==> src/rtl/wb_gpio_in.sv <==
// Wishbone pipelined slave for board switches/buttons: 2-FF synchronised, per-bit
// debounced inputs with a stable-level register, sticky W1C edge flags and a debounce limit.
module wb_gpio_in #(
    parameter int              N          = 4,
    parameter int              DB_W       = 20,
    parameter logic [DB_W-1:0] DB_DEFAULT = 20'd50000
) (
    input  logic          clk,
    input  logic          rst,
    input  logic [N-1:0]  gpio_i,
    input  logic          wb_cyc,
    input  logic          wb_stb,
    input  logic          wb_we,
    input  logic [31:0]   wb_adr,
    input  logic [3:0]    wb_sel,
    input  logic [31:0]   wb_dat_i,
    output logic [31:0]   wb_dat_o,
    output logic          wb_ack,
    output logic          wb_stall
);

    localparam logic [1:0] ADR_STATUS   = 2'd0;
    localparam logic [1:0] ADR_RISE     = 2'd1;
    localparam logic [1:0] ADR_FALL     = 2'd2;
    localparam logic [1:0] ADR_DEBOUNCE = 2'd3;

    function automatic logic [31:0] byte_mask(input logic [3:0] sel);
        logic [31:0] m;
        for (int b = 0; b < 4; b++) begin
            m[b*8 +: 8] = {8{sel[b]}};
        end
        return m;
    endfunction

    logic [N-1:0]    sync_p0;
    logic [N-1:0]    sync_p1;
    logic [N-1:0]    stable_p2;
    logic [N-1:0]    stable_nxt;
    logic [DB_W-1:0] cnt_p2  [N];
    logic [DB_W-1:0] cnt_nxt [N];
    logic [N-1:0]    rise;
    logic [N-1:0]    fall;
    logic [N-1:0]    rise_set;
    logic [N-1:0]    fall_set;
    logic [N-1:0]    rise_clr;
    logic [N-1:0]    fall_clr;
    logic [DB_W-1:0] lim;
    logic [DB_W-1:0] lim_nxt;

    logic            req;
    logic            wr;
    logic            rd;
    logic [1:0]      adr;
    logic [31:0]     wmask;
    logic [31:0]     wbits;
    logic [31:0]     rdata;
    logic            vld_p1;
    logic [31:0]     dat_p1;

    logic            unused_bits;
    assign unused_bits = ^{wb_adr[31:4], wb_adr[1:0], wbits, wmask};

    assign req   = wb_cyc & wb_stb;
    assign wr    = req & wb_we;
    assign rd    = req & ~wb_we;
    assign adr   = wb_adr[3:2];
    assign wmask = byte_mask(wb_sel);
    assign wbits = wb_dat_i & wmask;

    // Debounce: a differing level must persist for lim+1 cycles before it is accepted.
    always_comb begin
        stable_nxt = stable_p2;
        for (int i = 0; i < N; i++) begin
            cnt_nxt[i] = cnt_p2[i];
            if (sync_p1[i] == stable_p2[i]) begin
                cnt_nxt[i] = '0;
            end else if (cnt_p2[i] == lim) begin
                stable_nxt[i] = sync_p1[i];
                cnt_nxt[i]    = '0;
            end else begin
                cnt_nxt[i] = cnt_p2[i] + DB_W'(1);
            end
        end
    end

    assign rise_set = stable_nxt & ~stable_p2;
    assign fall_set = ~stable_nxt & stable_p2;

    always_comb begin
        rise_clr = '0;
        fall_clr = '0;
        lim_nxt  = lim;
        if (wr) begin
            case (adr)
                ADR_RISE:     rise_clr = wbits[N-1:0];
                ADR_FALL:     fall_clr = wbits[N-1:0];
                ADR_DEBOUNCE: lim_nxt  = (lim & ~wmask[DB_W-1:0]) | wbits[DB_W-1:0];
                default:      ;
            endcase
        end
    end

    always_comb begin
        rdata = '0;
        case (adr)
            ADR_STATUS:   rdata[N-1:0]    = stable_p2;
            ADR_RISE:     rdata[N-1:0]    = rise;
            ADR_FALL:     rdata[N-1:0]    = fall;
            ADR_DEBOUNCE: rdata[DB_W-1:0] = lim;
            default:      ;
        endcase
    end

    // Stage boundary: synchroniser, debounce state, flags and bus response all register here.
    always_ff @(posedge clk or posedge rst) begin
        if (rst) begin
            sync_p0   <= '0;
            sync_p1   <= '0;
            stable_p2 <= '0;
            for (int i = 0; i < N; i++) begin
                cnt_p2[i] <= '0;
            end
            rise      <= '0;
            fall      <= '0;
            lim       <= DB_DEFAULT;
            vld_p1    <= 1'b0;
            dat_p1    <= '0;
        end else begin
            sync_p0   <= gpio_i;
            sync_p1   <= sync_p0;
            stable_p2 <= stable_nxt;
            for (int i = 0; i < N; i++) begin
                cnt_p2[i] <= cnt_nxt[i];
            end
            // Set after clear so a same-cycle edge wins over a W1C.
            rise      <= (rise & ~rise_clr) | rise_set;
            fall      <= (fall & ~fall_clr) | fall_set;
            lim       <= lim_nxt;
            vld_p1    <= req;
            dat_p1    <= rd ? rdata : 32'd0;
        end
    end

    assign wb_ack   = vld_p1;
    assign wb_dat_o = dat_p1;
    assign wb_stall = 1'b0;

endmodule

==> config.mk <==
export PLATFORM = sky130hd
export DESIGN_NAME = wb_gpio_in
export DESIGN_NICKNAME = d
export VERILOG_FILES = /design/src/rtl/wb_gpio_in.sv
export SDC_FILE = /design/constraint.sdc
export NUM_CORES = 1
export LEC_CHECK = 0
export BUFFER_PORTS_ARGS = -buffer_cell sky130_fd_sc_hd__buf_2
export CORE_ASPECT_RATIO = 0.8
export CORE_UTILIZATION = 40
export DETAILED_ROUTE_END_ITERATION = 6
export GPL_TIMING_DRIVEN = 0
export SLEW_MARGIN = 20
export SYNTH_ARGS = -nofsm -noshare
export SYNTH_HDL_FRONTEND = slang
export SYNTH_SLANG_ARGS = --single-unit
==> constraint.sdc <==
create_clock -name clk -period 14.2 [get_ports clk]
set_input_delay 2.13 -clock clk [delete_from_list [all_inputs] [get_ports clk]]
set_output_delay 2.13 -clock clk [all_outputs]
set_load 0.1 [all_outputs]
# == After elaboration in Yosys (flattened, before gate mapping) ==
# Index checks and enable logic that the tools add are counted.
# op_classes
add_sub_neg,4
n_mul,0
div_mod_pow,0
magnitude_cmp,0
n_eq_ne,11
n_shift,0
mux,23
bitwise_logic,18
n_reduce_logical,2
# ops
op,n
20-bit 2-to-1 mux,9
20-bit by 1-bit adder with 20-bit output (second input constant),4
20-bit equality test,4
20-bit AND,2
20-bit inverter,1
20-bit OR,1
4-bit AND,4
16-bit 2-to-1 mux,1
4-bit 2-to-1 mux,4
4-bit inverter,4
4-bit one-hot mux with 4 select lines,1
1-bit 2-to-1 mux,8
4-bit OR,2
1-bit equality test,4
2-bit equality test (second input constant),2
1-bit AND,3
2-bit by 1-bit equality test with 1-bit output (second input constant),1
2-bit zero test,1
2-bit AND reduction,1
1-bit inverter,1
# totals
ff_bits,141
latchBits,0
ram_bits,0
romBits,0
input_bits,77
output_inout_bits,34
elab_cells,70
mem_count,0

# == Longest topological paths before layout ==
# Gate-level depths: netlist (run 1).
# logic_depth
ltp_word,6
mapped_depth,7

# == Least setup slack after synthesis (run 1) ==
# Ideal clock, no wire load.
# synth_path
path_type,input -> register
startpoint,input port wb_adr[3]
endpoint,register with a tool-made name
arrival_ns,3.038
setup_slack_ns,11.038
cell_stages,5
n_path_buf,1
cell_sequence,buf_2 -> nand2_1 -> nor2_1 -> nand2_1 -> mux2_2
# synth_rtl
element,line,source
from (decl),14,"input logic [31:0] wb_adr,"

==> flow_metrics.tcl, run 1 <==
set metrics [dict create \
    status "completed" \
    busiest_layer "met1" \
    yosysUniqueCellTypes 36 \
    fillers 1696 \
    rows 44 \
    ys.warnings.count 0 \
    die_w_um 156 \
    die_h_um 125 \
    p_seq_frac 0.363 \
    worst_pin_slew_ps 698 \
    synth_cells 668 \
    cp-start-kind "input pin" \
    antenna_left 0 \
    ctsResizeCount 0 \
    synth_edf_count 0 \
    io_buffers 53 \
    crit_path_end_kind "flop" \
    path_cells "buf_2, nand2_1, nor2_1, nand2_1, mux2_2" \
    seq_area_frac_synth 0.465 \
    post-route-util 0.483 \
    cts.sinks 141 \
    io_pins 111 \
    routedWlPerCell_um 17.4 \
    crit_slowest_cell "nor2_1" \
    cp_common_cell "nand2_1" \
    finalSetupViolCount 0 \
    fin_crit_sh 0.241 \
    maxCapViolations 0 \
    hold_class "reg -> reg" \
    routed_wirelength_mm 17.7 \
    grt_first_pass_wirelength_mm 28.6 \
    use_met3 0.0412 \
    synth.most_common_cell "dfrtp_1" \
    synth_xor_area_frac 0.180 \
    met1_usage 0.291 \
    area_growth_pct 16.7 \
    yosys-top-cells-count "dfrtp_1, xor2_1, nor2_2" \
    synth_top_area_cell "dfrtp_1" \
    cts.reportedPaths.clkPinSlew_ps 60 \
    synth_mux_area_frac 0.0467 \
    avgSynthCellArea_um2 11.4 \
    globalplace.congestion 0.828 \
    synth_seq_cells 141 \
    postCtsSetupBuffers 0 \
    max-vdd-ir-drop_mv 0.0604 \
    clockPowerShare 0.343 \
    core_um2 18400 \
    synth_top_family_by_area "simple AND/OR/NAND/NOR gates" \
    cts_buffers 17 \
    grt_max_degree 107 \
    maxSlewViolCount 0 \
    cts_tree "yes" \
    critPathRequiredTime_ps 14510 \
    p_per_area_nw_per_um2 150 \
    vias_per_cell 4.89 \
    drt_pre_antenna_iters 5 \
    finClkSkew_ps 7.77 \
    async_reset_ff_frac 1.00 \
    p_comb_frac 0.295 \
    period_needed_ps 3420 \
    route.vias.total 4992 \
    switching_share 0.341 \
    synth.top_cell.area_share 0.444 \
    layout-drive-gt1-share 0.359 \
    drtIter0Drc 297 \
    cp_max_fo 8 \
    synth-main-ff-cell "dfrtp_1" \
    rsz0062_at_grt "no" \
    fmax_mhz 292 \
    p_int_w 0.000879 \
    global_route.usage.met2 0.285 \
    slew_headroom 0.533 \
    yosys.area_share.simple 0.224 \
    synth_area_leaders "dfrtp_1, xor2_1, xnor2_1" \
    finalHoldViolCount 0 \
    dieArea_um2 19600 \
    root_buffer "clkbuf_16" \
    leakage_nw 3.96 \
    tns_ps 0 \
    nNetsFinal 834 \
    synthAdderAreaFrac 0.00658 \
    path_buf_inv 1 \
    drc 0 \
    crit_family "simple AND/OR/NAND/NOR gates" \
    p_switching_w 0.000455 \
    clock_path_buffers 2 \
    clk_latency_ps 430 \
    synthesis.area_um2 7610 \
    crit_type "in -> reg" \
    cp_data_arrival_time_ps 3730 \
    grt_pass1_vias 5092 \
    critPathMaxStageDelay_ps 480 \
    gr-usage-all-layers 0.195 \
    antenna_found_initial 0 \
    synth_compound_area_frac 0.0217 \
    hpwl_mm 12.3 \
    htreeDepth 4 \
    grt_overflow_total 0 \
    start_util 0.414 \
    holdBufCountCts 0 \
]
-- logic make-up (layout without fill, tap and decap cells) --
family	Yosys count	after routing
and+or+nand+nor	261	261
DFF	141	141
adders and majority gates	4	4
buffers and inverters	65	151
muxes	28	28
other	1	14
xor gates and xnor gates	156	156
AOI/OAI and AO/OA	12	12
-- final timing paths --
check,from,cells after the start,slack [ps],endpoint
setup / recovery,wb_adr[3],5,10780,flop
hold / removal,sync_p0[1]$_DFF_PP0_,0,350,sync_p1[1]$_DFF_PP0_
setup reg to reg,flop,6,12100,cnt_p2[79]$_DFF_PP0_
hold reg to reg,sync_p0[1]$_DFF_PP0_,0,350,sync_p1[1]$_DFF_PP0_
max in group asynchronous,rst,3,11730,asynchronous set/reset pin
min in group asynchronous,rst,2,1670,asynchronous set/reset pin
-- layout make-up --
type,instances,area [um2],share of cell area
Clock buffer,21,460,0.0519
Multi-Input combinational cell,474,3690,0.416
Timing Repair Buffer,54,293,0.0330
Sequential cell,141,3540,0.398
Antenna cell,1,2.50,0.000282
Inverter,17,71.3,0.00803
Buffer,48,362,0.0407
Tap cell,253,317,0.0357
Clock inverter,11,144,0.0162
-- per-stage QoR --
step	cell area [um2]	hold WS [ps]	cells	setup slack [ps]	power, W
after global placement	8240	344	986	6740	0.000875
after detailed placement	8270	341	987	10340	0.000883
after global routing	8870	362	1019	10700	0.00140
after floorplan	7650	331	680	8300	0.000792
final	8880	355	1020	10780	0.00133
after CTS	8870	360	1019	10790	0.00135
-- power by group through the flow --
stage	logic (W)	registers [W]	clock network (W)
after CTS	0.000396	0.000484	0.000466
after detailed placement	0.000393	0.000490	0
after floorplan	0.000301	0.000491	0
after global placement	0.000388	0.000487	0
after global routing	0.000423	0.000489	0.000485
final	0.000393	0.000484	0.000457
-- layout by cell type, fill, tap and decap left out, types with 5 or more instances in the layout --
cell       Yosys  layout
nand2_1       38      38
nand3_1       29      29
nand4_2        5       5
a32o_1         8       8
xnor2_1       58      58
and3_1         8       8
conb_1         1      13
xor2_1        98      98
buf_6         15      15
dfstp_2        6       6
and4_1         5       5
nor2_1        16      16
nand3_2        5       5
nand4_1       20      20
nor4_4         6       6
mux2_2        20      20
nor2_2        80      80
and2_1        18      18
nor4_2        12      12
dfrtp_1      135     135
buf_2         13      66
inv_1         17      16
clkbuf_16      0      17
nor3_2         5       5
clkbuf_1       6       8
buf_4         14      14
-- per-layer routing --
layer	up-vias	wire (um)
met1	2493	8950
li1	2354	-
met4	0	255
met2	125	7660
met3	20	872
met5	-	0
(Power assumes the default switching activity.)
==> run 2: changes to the inputs <==
- clock period: 14.2 -> 3.1 ns (I/O delays scaled with it)
==> run 2 against run 1 <==
Compared with the run above: hold slack got worse by 290 ps; worst setup slack got worse by 9900 ps; clock power increased to 4.4 times the previous value; largest cell class unchanged; largest power group unchanged; highest routed layer unchanged.
==> flow_metrics.tcl, run 2 (synthesized netlist as in run 1, its figures left out) <==
set metrics [dict create \
    cts_tree "yes" \
    route.vias.total 5011 \
    antenna_left 0 \
    period_needed_ps 2180 \
    fin_cells 1023 \
    tns_ps 0 \
    io_pins 111 \
    final_common_cell "dfrtp_1" \
    core_um2 18400 \
    slew_headroom 0.503 \
    leakage_nw 3.97 \
    multi_input_area_um2 3690 \
    finalSetupViolCount 0 \
    finClkSkew_ps 7.00 \
    cts_buffers 17 \
    postCtsSetupBuffers 0 \
    fmax_mhz 458 \
    globalplace.congestion 0.815 \
    max-vdd-ir-drop_mv 0.409 \
    ctsResizeCount 0 \
    nNetsFinal 837 \
    layout_common_cells "dfrtp_1, xor2_1, nor2_2, buf_2, xnor2_1" \
    rr_worst_depth 6 \
    holdBufCountCts 0 \
    htreeDepth 4 \
    die_h_um 125 \
    start_util 0.414 \
    p_total_w 0.00604 \
    finalHoldViolCount 0 \
    routedWlPerCell_um 17.2 \
    clk_latency_ps 420 \
    layout-drive-gt1-share 0.362 \
    p_per_area_nw_per_um2 678 \
    layout_setup_ws_ps 915 \
    hold_class "in -> async" \
    cp-start-kind "flop" \
    clock_path_buffers 2 \
    rsz0062_at_grt "no" \
    crit_path_end_kind "flop" \
    cts.sinks 141 \
    cp_data_arrival_time_ps 2520 \
    cp_max_fo 6 \
    maxCapViolations 0 \
    crit_type "reg -> reg" \
    fin_crit_sh 0.705 \
    grt_max_degree 36 \
    drt_pre_antenna_iters 5 \
    area_growth_pct 17.1 \
    dieArea_um2 19600 \
    die_w_um 156 \
    vias_per_cell 4.90 \
    grt_first_pass_wirelength_mm 28.4 \
    cts.reportedPaths.clkPinSlew_ps 60 \
    drtIter0Drc 301 \
    gr-usage-all-layers 0.195 \
    antenna_found_initial 1 \
    seq_area_um2 3540 \
    grt_overflow_total 0 \
    pre_cts_ws_ps 914 \
    root_buffer "clkbuf_16" \
    rows 44 \
    drc 0 \
    hpwl_mm 12.7 \
    maxSlewViolCount 0 \
    grt_pass1_vias 5163 \
    fillers 1722 \
    routed_wirelength_mm 17.6 \
    dp_cells 990 \
    whs_ps 63.4 \
    status "completed" \
    worst_pin_slew_ps 745 \
    io_buffers 53 \
    critPathRequiredTime_ps 3430 \
]
==> run 2: cell count changes in the layout (fill, tap and decap cells not counted) <==
| cell | previous run | this run |
|---|---|---|
| clkbuf_8 | 2 | 3 |
| bufinv_16 | 3 | 2 |
| clkinvlp_4 | 4 | 5 |
| buf_16 | 1 | 0 |
| inv_8 | 1 | 0 |
| buf_12 | 0 | 4 |
==> run 2: critical path, stage by stage, from the launching register on <==
cell     delay [ps]
dfstp_2         510
buf_2           290
xor2_1          140
nor4_2          380
nand3_2         170
nor3_2          360
mux2i_1         250
==> run 2: routing by layer <==
layer | up-vias | share of wire | global-route usage
met2 | 106 | 0.44 | 0.290
met1 | 2523 | 0.51 | 0.286
li1 | 2363 | - | -
met5 | - | 0 | 0
met3 | 19 | 0.037 | 0.0371
met4 | 0 | 0.015 | 0.0548
==> run 2: final cells by class <==
cell class                 count  area share
timing repair buffer          57      0.0388
sequential                   141       0.397
tap                          253      0.0355
buffer                        48      0.0406
antenna                        1    0.000281
clock inverter                10      0.0128
inverter                      17     0.00758
clock buffer                  22      0.0532
multi-input combinational    474       0.414
==> run 2: worst paths after layout <==
kind	from	to	slack, ps
min in group clk	gpio_i[0]	sync_p0[0]$_DFF_PP0_	150
worst min register to register	sync_p0[1]$_DFF_PP0_	sync_p1[1]$_DFF_PP0_	350
worst max register to register	flop	stable_p2[3]$_DFF_PP0_	920
worst max-delay path	flop	stable_p2[3]$_DFF_PP0_	920
worst min-delay path	rst	sync_p1[1]$_DFF_PP0_	60
max in group asynchronous	rst	asynchronous set/reset pin	1760
==> run 2: report_power, final <==
part           leakage (nW)  switching (W)  internal (W)  total (W)
clock network         0.278       0.000772       0.00124    0.00202
logic                  1.82        0.00113      0.000679    0.00181
registers              1.87       0.000164       0.00205    0.00221
total                  3.97        0.00206       0.00397    0.00604
==> run 2: through the flow <==
step | instance area, um2 | utilization
2_1_floorplan | 7660 | -
3_3_place_gp | 8240 | 0.448
3_5_place_dp | 8320 | 0.452
4_1_cts | 8910 | 0.484
5_1_grt | 8910 | 0.484
6_report | 8910 | 0.485
